===== src/rtl/rf_fe_ctrl_if.sv =====
// Peripheral bus seen by rf_fe_ctrl: one-cycle request, registered one-cycle acknowledge.
interface rf_fe_ctrl_if #(
  parameter int ADDR_W = 4,
  parameter int DATA_W = 32
);
  logic              valid;
  logic [ADDR_W-1:0] address;
  logic [DATA_W-1:0] wdata;
  logic              wstrb;
  logic [DATA_W-1:0] rdata;
  logic              ready;

  modport master (output valid, address, wdata, wstrb, input rdata, ready);
  modport slave  (input valid, address, wdata, wstrb, output rdata, ready);
endinterface


===== src/rtl/rf_fe_ctrl.sv =====
// Multi-channel RF front-end power/mode controller with per-channel settle sequencer.
// Bus access takes one cycle to acknowledge; writes and FSM updates land on the acceptance edge.
module rf_fe_ctrl #(
  parameter int N_CH       = 4,
  parameter int MODE_W     = 3,
  parameter int CNT_W      = 16,
  parameter int SETTLE_RST = 100,
  parameter int DATA_W     = 32,
  parameter int ADDR_W     = $clog2(N_CH) + 2
) (
  input  logic                     clk_i,
  input  logic                     rst_ni,
  rf_fe_ctrl_if.slave              bus,
  output logic [N_CH-1:0]          pd_o,
  output logic [N_CH*MODE_W-1:0]   mode_o,
  output logic                     irq_o
);

  localparam int CFG_W = MODE_W + 2;

  typedef enum logic [1:0] {
    ST_OFF  = 2'd0,
    ST_WAKE = 2'd1,
    ST_ON   = 2'd2
  } state_e;

  state_e            state_q  [N_CH];
  state_e            state_d  [N_CH];
  logic [CNT_W-1:0]  cnt_q    [N_CH];
  logic [CNT_W-1:0]  cnt_d    [N_CH];
  logic [CNT_W-1:0]  settle_q [N_CH];
  logic [CNT_W-1:0]  settle_d [N_CH];
  logic [CFG_W-1:0]  cfg_q    [N_CH];
  logic [CFG_W-1:0]  cfg_d    [N_CH];
  logic [N_CH-1:0]   evt_q, evt_d;
  logic [N_CH-1:0]   set_evt;
  logic [N_CH-1:0]   ie;

  logic              ready_q;
  logic [DATA_W-1:0] rdata_q, rdata_d;

  logic              accept;
  logic              ch_ok;
  logic              wr_en;
  logic [ADDR_W-1:0] ch_idx;
  logic [1:0]        reg_sel;
  logic [MODE_W-1:0] wr_mode;
  logic              unused_wdata;

  // A request is taken only while no acknowledge is pending, so a held valid yields one access.
  assign accept       = bus.valid & ~ready_q;
  assign ch_idx       = bus.address >> 2;
  assign reg_sel      = bus.address[1:0];
  assign ch_ok        = ch_idx < ADDR_W'(N_CH);
  assign wr_en        = accept & bus.wstrb & ch_ok;
  assign wr_mode      = bus.wdata[MODE_W:1];
  assign unused_wdata = ^bus.wdata;

  assign bus.ready = ready_q;
  assign bus.rdata = rdata_q;

  always_comb begin
    rdata_d = '0;
    if (accept && ch_ok) begin
      for (int i = 0; i < N_CH; i++) begin
        if (ch_idx == ADDR_W'(i)) begin
          case (reg_sel)
            2'd0:    rdata_d[CFG_W-1:0] = cfg_q[i];
            2'd1:    rdata_d[CNT_W-1:0] = settle_q[i];
            2'd2:    rdata_d[3:0] = {evt_q[i], state_q[i] == ST_ON, state_q[i]};
            default: rdata_d = '0;
          endcase
        end
      end
    end
  end

  always_comb begin
    evt_d   = evt_q;
    set_evt = '0;
    for (int i = 0; i < N_CH; i++) begin
      state_d[i]  = state_q[i];
      cnt_d[i]    = cnt_q[i];
      cfg_d[i]    = cfg_q[i];
      settle_d[i] = settle_q[i];

      unique case (state_q[i])
        ST_OFF: begin
          if (wr_en && ch_idx == ADDR_W'(i) && reg_sel == 2'd0 && bus.wdata[0]) begin
            cnt_d[i]   = settle_q[i];
            state_d[i] = ST_WAKE;
          end
        end
        ST_WAKE: begin
          if (cnt_q[i] == '0) begin
            state_d[i] = ST_ON;
            set_evt[i] = 1'b1;
          end else begin
            cnt_d[i] = cnt_q[i] - 1'b1;
          end
        end
        ST_ON: begin
          if (wr_en && ch_idx == ADDR_W'(i) && reg_sel == 2'd0 && bus.wdata[0]
              && wr_mode != cfg_q[i][MODE_W:1]) begin
            cnt_d[i]   = settle_q[i];
            state_d[i] = ST_WAKE;
          end
        end
        default: state_d[i] = ST_OFF;
      endcase

      if (wr_en && ch_idx == ADDR_W'(i)) begin
        case (reg_sel)
          2'd0: begin
            cfg_d[i] = bus.wdata[CFG_W-1:0];
            // Disable overrides everything, including a settle completing on this edge.
            if (!bus.wdata[0]) begin
              state_d[i] = ST_OFF;
              cnt_d[i]   = '0;
              set_evt[i] = 1'b0;
            end
          end
          2'd1: settle_d[i] = bus.wdata[CNT_W-1:0];
          2'd2: if (bus.wdata[3]) evt_d[i] = 1'b0;
          default: ;
        endcase
      end

      if (set_evt[i]) begin
        evt_d[i] = 1'b1;
      end
    end
  end

  always_ff @(posedge clk_i or negedge rst_ni) begin
    if (!rst_ni) begin
      ready_q <= 1'b0;
      rdata_q <= '0;
      evt_q   <= '0;
      for (int i = 0; i < N_CH; i++) begin
        state_q[i]  <= ST_OFF;
        cnt_q[i]    <= '0;
        cfg_q[i]    <= '0;
        settle_q[i] <= CNT_W'(SETTLE_RST);
      end
    end else begin
      ready_q <= accept;
      rdata_q <= rdata_d;
      evt_q   <= evt_d;
      for (int i = 0; i < N_CH; i++) begin
        state_q[i]  <= state_d[i];
        cnt_q[i]    <= cnt_d[i];
        cfg_q[i]    <= cfg_d[i];
        settle_q[i] <= settle_d[i];
      end
    end
  end

  always_comb begin
    pd_o   = '0;
    mode_o = '0;
    ie     = '0;
    for (int i = 0; i < N_CH; i++) begin
      pd_o[i] = (state_q[i] == ST_OFF);
      ie[i]   = cfg_q[i][MODE_W+1];
      if (state_q[i] != ST_OFF) begin
        mode_o[i*MODE_W +: MODE_W] = cfg_q[i][MODE_W:1];
      end
    end
  end

  assign irq_o = |(evt_q & ie);

endmodule

===== src/flat_wrapper.sv =====
// flat-port wrapper written by rule: the top's interface ports become plain ports
module rf_fe_ctrl_flat 
#(
  parameter int N_CH       = 4,
  parameter int MODE_W     = 3,
  parameter int CNT_W      = 16,
  parameter int SETTLE_RST = 100,
  parameter int DATA_W     = 32,
  parameter int ADDR_W     = $clog2(N_CH) + 2
)
  (clk_i, rst_ni, pd_o, mode_o, irq_o, bus_valid, bus_address, bus_wdata, bus_wstrb, bus_rdata, bus_ready);
  rf_fe_ctrl_if #(.ADDR_W(ADDR_W), .DATA_W(DATA_W)) bus_i ();
  input  logic clk_i;
  input  logic rst_ni;
  output logic [N_CH-1:0] pd_o;
  output logic [N_CH*MODE_W-1:0] mode_o;
  output logic irq_o;
  input wire logic [$bits(bus_i.valid)-1:0] bus_valid;
  input wire logic [$bits(bus_i.address)-1:0] bus_address;
  input wire logic [$bits(bus_i.wdata)-1:0] bus_wdata;
  input wire logic [$bits(bus_i.wstrb)-1:0] bus_wstrb;
  output wire logic [$bits(bus_i.rdata)-1:0] bus_rdata;
  output wire logic [$bits(bus_i.ready)-1:0] bus_ready;
  assign bus_i.valid = bus_valid;
  assign bus_i.address = bus_address;
  assign bus_i.wdata = bus_wdata;
  assign bus_i.wstrb = bus_wstrb;
  assign bus_rdata = bus_i.rdata;
  assign bus_ready = bus_i.ready;
  rf_fe_ctrl #(.N_CH(N_CH), .MODE_W(MODE_W), .CNT_W(CNT_W), .SETTLE_RST(SETTLE_RST), .DATA_W(DATA_W), .ADDR_W(ADDR_W)) u_core (.clk_i(clk_i), .rst_ni(rst_ni), .bus(bus_i), .pd_o(pd_o), .mode_o(mode_o), .irq_o(irq_o));
endmodule

===== config.mk =====
export PLATFORM = sky130hd
export DESIGN_NAME = rf_fe_ctrl_flat
export DESIGN_NICKNAME = d
export VERILOG_FILES = /design/src/rtl/rf_fe_ctrl_if.sv /design/src/rtl/rf_fe_ctrl.sv /design/src/flat_wrapper.sv
export SDC_FILE = /design/constraint.sdc
export NUM_CORES = 1
export LEC_CHECK = 0
export BUFFER_PORTS_ARGS = -buffer_cell sky130_fd_sc_hd__buf_2
export CORE_MARGIN = 2
export CORE_UTILIZATION = 55
export CTS_CLUSTER_DIAMETER = 150
export CTS_CLUSTER_SIZE = 16
export DETAILED_ROUTE_END_ITERATION = 12
export PLACE_DENSITY = 0.78
export SLEW_MARGIN = 20
export SYNTH_ARGS = -nofsm -noshare
export SYNTH_HDL_FRONTEND = slang
export SYNTH_SLANG_ARGS = --single-unit

===== constraint.sdc =====
create_clock -name clk_i -period 5.3 [get_ports clk_i]
set_input_delay 1.325 -clock clk_i [delete_from_list [all_inputs] [get_ports clk_i]]
set_output_delay 1.325 -clock clk_i [all_outputs]
set_load 0.02 [all_outputs]

==> results of run 1 <==
-- worst max-delay path, delay by kind of cell --
kind                   cells  cell delay [ns]
buffers and inverters      3             0.74
multiplexers               1             0.36
AND/OR/NAND/NOR            3             1.36
-- routing by layer --
metal	GRT usage	vias to the layer above	share of wire
met5	0	-	0
met4	0.122	0	0.037
met2	0.464	497	0.47
met1	0.402	4307	0.41
met3	0.0749	84	0.090
li1	-	3921	-
-- cell families after synthesis --
logic type / count (synthesis) / synth area share
buffers and inverters: 95 / 0.0412
flip-flops: 177 / 0.435
XOR/XNOR: 27 / 0.0231
AND/OR/NAND/NOR: 361 / 0.179
multiplexers: 122 / 0.148
adder cells (fa/ha/maj): 8 / 0.00980
other: 1 / 0.000367
AO/OA/AOI/OAI: 256 / 0.163
-- placed cells by master, fill, tap and decap left out, types with 5 or more instances in the layout --
master     instances
dfrtp_1          165
nor2_1            98
mux2_2            84
nand2_1           77
a21oi_1           77
buf_2             56
o21ai_0           45
nand3_1           38
nor3_1            26
mux2i_1           23
inv_1             22
nor2b_1           20
a31oi_1           18
xnor2_1           18
and3_1            17
clkbuf_16         17
a22oi_1           16
nor4_1            16
conb_1            16
mux4_2            15
o211ai_1          12
dfstp_2           12
buf_4             11
o22ai_1            9
or3_1              9
xor2_1             9
or4_1              8
a211oi_1           8
ha_1               8
nand2b_1           7
nand4_1            7
o21a_1             7
o311ai_0           7
a32oi_1            6
o31ai_1            5
or2_2              5
and2_1             5
-- worst min path at each step --
stage	start	endpoint	slack, ns
after CTS	u_core.cfg_q[15]	u_core.cfg_q[15]	0.48
after global routing	u_core.cfg_q[15]	u_core.cfg_q[15]	0.49
after global placement	u_core.cfg_q[15]	u_core.cfg_q[15]	0.46
after floorplan	u_core.cfg_q[15]	u_core.cfg_q[15]	0.45
final	u_core.cfg_q[15]	u_core.cfg_q[15]	0.48
after detailed placement	u_core.cfg_q[15]	u_core.cfg_q[15]	0.47
-- cell type report --
| class | count | area (µm²) | area share |
|---|---|---|---|
| sequential | 177 | 4440 | 0.395 |
| timing repair buffer | 69 | 394 | 0.0350 |
| multi-input combinational | 790 | 5410 | 0.480 |
| tap | 229 | 287 | 0.0254 |
| clock inverter | 13 | 196 | 0.0174 |
| inverter | 22 | 82.6 | 0.00733 |
| clock buffer | 19 | 453 | 0.0402 |
-- flip-flops by register name, summed over array words and instances (netlist names) --
signal	count
u_core.bus.ready	1
u_core.cnt_q	64
u_core.evt_q	4
u_core.settle_q	64
u_core.cfg_q	20
u_core.bus.rdata	16
u_core.state_q	8
-- report_power, final --
part | internal [mW] | switching (mW) | leakage [nW]
logic | 0.596 | 0.782 | 2.24
clock network | 0.822 | 0.572 | 0.311
registers | 1.66 | 0.412 | 2.25
==> flow_summary.toml, run 1 <==
[logic_synthesis]
yosysSeqAreaShare = 0.435
synth_warnings = 0
synth_area_per_cell_um2 = 9.76
synthArstFlopShare = 1.00
yosysMostFrequentCell = "dfrtp_1"
synth_cell_types = 76
synth_area_leader_cell = "dfrtp_1"
synth_area_um2 = 10200
ys.flop_type = "dfrtp_1"
synthCells = 1047
ys_top_cells_by_count = "dfrtp_1 (165), nor2_1 (98), mux2_2 (84), a21oi_1 (77), nand2_1 (77)"
yosysTopAreaCellShare = 0.404
ys_ff_latch = 177
synth_area_leaders = "dfrtp_1 (40%), mux2_2 (9.3%), a21oi_1 (3.8%)"
synth_edf_count = 0

[layout]
fin_cells = 1319
finalInstanceArea_um2 = 11300
syn2layout_area_growth_pct = 10.3
utilization = 0.623
n_antenna_cell = 0
fillers = 1421
fin_nets = 1125
drive_above_1_share = 0.212

[timing]
rsz0062_at_grt = "false"
timing.final.crit_share = 0.653
whs_ns = 0.482
tightest_slew_ns = 0.935
setup_ws_ns = 1.84
max_slew_margin = 0.376
timing.setup.tns_ns = 0
layout_min_cycle_time_ns = 3.46
finalSetupViolCount = 0
fmax_mhz = 289
hold_viol = 0
slew_violations = 0
clock_skew_ns = 0.00950

[critical_path]
slowest_delay_ns = 0.64
slowest_stage = "nor2b_1"
crit_top_cell = "buf_4"
cp-start-kind = "input pin"
end_kind = "register"
crit_type = "input pin to register"
r2r-end = "u_core.settle_q[29]"
worstPathRequired_ns = 5.63
reg2reg_depth = 6
arrival_ns = 3.80
crit_path_end = "u_core.settle_q[29]"
reg2reg_from = "u_core.bus.ready"
crit_chain = "buf_2 > nor2b_1 > buf_4 > nand3_1 > nor2_1 > buf_4 > mux2_2"
cp_max_fo = 12
crit_start = "bus_valid"
reg2reg_slack_ns = 2.41

[clock_tree]
cts.clk_slew.worst_paths_ns = 0.07
cts.path.max_buffers = 2
cts.sinks = 177
postCtsHoldBufs = 0
cts_buffers = 17
clk_latency_ns = 0.45
cts_tree = "yes"
ctsHtreeMaxLevel = 4
cts-resized-gates = 0
root_buffer = "clkbuf_16"
postCtsSetupRepairBufs = 0

[hold_path]
hold_path_depth = 2
hold_class = "register to register"

[detailed_routing]
drtPass1Iterations = 7
wl_per_cell_um = 21.9
drt_iter0_drc = 1065
drc = 0
ant_nets = 0
wirelength_um = 28900
vias_per_cell = 6.68
vias = 8809

[status]
status = "completed"

[place]
port_buffers = 57
placed_area_um2 = 10600
gp_congestion = 0.969
hpwlAfterDp_um = 20200
dp_cells = 1287
post-place-ws_ns = 1.47

[power]
p_leak_nw = 4.81
peakVddDrop_mv = 0.256
finalPower_mw = 4.84
p_per_area_nw_per_um2 = 430

[floorplanning]
die-area_um2 = 19700
start_util = 0.565
core_um2 = 18100
die_x_um = 140
rows = 49
dieHeight_um = 140
io_pins = 90

[grt]
grt_max_degree = 96
grt_antenna_before_repair = 0
overflow = 0
grt_pass1_vias = 8413
track_usage = 0.298
grt_pass1_wl_um = 46100

[flow_run]
maxCapViolCount = 0
Power figures use the tool's default switching activity.
==> run 2: changes to the inputs <==
==> constraint.sdc (replaced) <==
create_clock -name clk_i -period 3.2 [get_ports clk_i]
set_input_delay 0.8 -clock clk_i [delete_from_list [all_inputs] [get_ports clk_i]]
set_output_delay 0.8 -clock clk_i [all_outputs]
set_load 0.02 [all_outputs]
==> flow_summary.toml, run 2 (synthesized netlist as in run 1, its figures left out) <==
[layout]
reg_top3 = "u_core.cnt_q: 64 flops, u_core.settle_q: 64 flops, u_core.cfg_q: 20 flops"
fillers = 1431
final_common_cell = "dfrtp_1"
syn2layout_area_growth_pct = 12.1
utilization = 0.633
finalInstanceArea_um2 = 11400
n_antenna_cell = 0
fin_nets = 1155
drive_above_1_share = 0.232
final_cell_mix = "dfrtp_1 (165), nor2_1 (98), mux2_2 (84), nand2_1 (77), a21oi_1 (77)"
fin_cells = 1349

[clock_tree]
cts.sinks = 177
ctsHtreeMaxLevel = 4
cts_buffers = 17
root_buffer = "clkbuf_16"
cts_tree = "yes"
cts-resized-gates = 0
postCtsHoldBufs = 0
postCtsSetupRepairBufs = 0
cts.clk_slew.worst_paths_ns = 0.07
cts.path.max_buffers = 2
clk_latency_ns = 0.43

[status]
status = "completed"

[place]
post-place-ws_ns = 0.394
gp_congestion = 0.986
hpwlAfterDp_um = 21100
port_buffers = 57
placed_area_um2 = 10900
dp_cells = 1317

[floorplanning]
start_util = 0.565
die-area_um2 = 19700
core_um2 = 18100
rows = 49
dieHeight_um = 140
die_x_um = 140
io_pins = 90

[critical_path]
worst-path-buf-inv = 1
cp_max_fo = 19
slowest_stage = "dfrtp_1"
slowest_delay_ns = 0.78
crit_chain = "nor2_1 > nor2b_1 > buf_2"
worstPathRequired_ns = 2.40
cp_top_family = "flip-flops"
arrival_ns = 1.84
end_kind = "output port"
crit_type = "register to output port"
cp-start-kind = "register"

[timing]
tightest_slew_ns = 0.720
clock_skew_ns = 0.00749
timing.final.crit_share = 0.826
max_slew_margin = 0.515
slew_violations = 0
timing.setup.tns_ns = 0
fmax_mhz = 378
hold_viol = 0
layout_min_cycle_time_ns = 2.64
setup_ws_ns = 0.558
whs_ns = 0.349
rsz0062_at_grt = "false"
finalSetupViolCount = 0

[power]
p_leak_nw = 4.94
peakVddDrop_mv = 0.420
p_per_area_nw_per_um2 = 691
finalPower_mw = 7.90

[detailed_routing]
vias = 8984
drtPass1Iterations = 6
drt_iter0_drc = 1141
drc = 0
ant_nets = 0
wl_per_cell_um = 21.8
vias_per_cell = 6.66
wirelength_um = 29400

[grt]
grt_antenna_before_repair = 0
track_usage = 0.303
grt_max_degree = 66
grt_pass1_wl_um = 47200
grt_pass1_vias = 8607
overflow = 0

[hold_path]
hold_class = "input pin to async pin"

[flow_run]
maxCapViolCount = 0
-- run 2: final cells by class --
class / instances / area, µm² / share of cell area
Multi-Input combinational cell: 790 / 5410 / 0.472
Sequential cell: 177 / 4440 / 0.388
Timing Repair Buffer: 99 / 632 / 0.0552
Clock buffer: 19 / 443 / 0.0387
Tap cell: 229 / 287 / 0.0250
Clock inverter: 13 / 151 / 0.0132
Inverter: 22 / 82.6 / 0.00721
-- run 2: worst paths after layout --
check | from | to | slack, ns | depth (start not counted)
worst max-delay path | u_core.state_q[0] | mode_o[10] | 0.56 | 3
worst min-delay path | rst_ni | u_core.cnt_q[56] | 0.35 | 1
worst max register to register | u_core.cnt_q[32] | u_core.cnt_q[35] | 0.58 | 8
worst min register to register | u_core.cfg_q[15] | u_core.cfg_q[15] | 0.52 | 2
max in group asynchronous | rst_ni | u_core.settle_q[53] | 2.04 | 2
min in group clk_i | u_core.cfg_q[15] | u_core.cfg_q[15] | 0.52 | 2
-- run 2: power breakdown --
group	leakage, nW	total, mW	internal (mW)	switching, mW
Combinational	2.39	2.36	1.03	1.33
Clock	0.294	2.13	1.19	0.938
Sequential	2.25	3.42	2.74	0.673
Total	4.94	7.90	4.96	2.94
-- run 2: metal layers --
layer / GRT usage / part of all wire / vias up
met4: 0.111 / 0.035 / 0
met3: 0.0564 / 0.076 / 78
met2: 0.485 / 0.47 / 458
li1: - / - / 3991
met1: 0.416 / 0.42 / 4457
met5: 0 / 0 / -
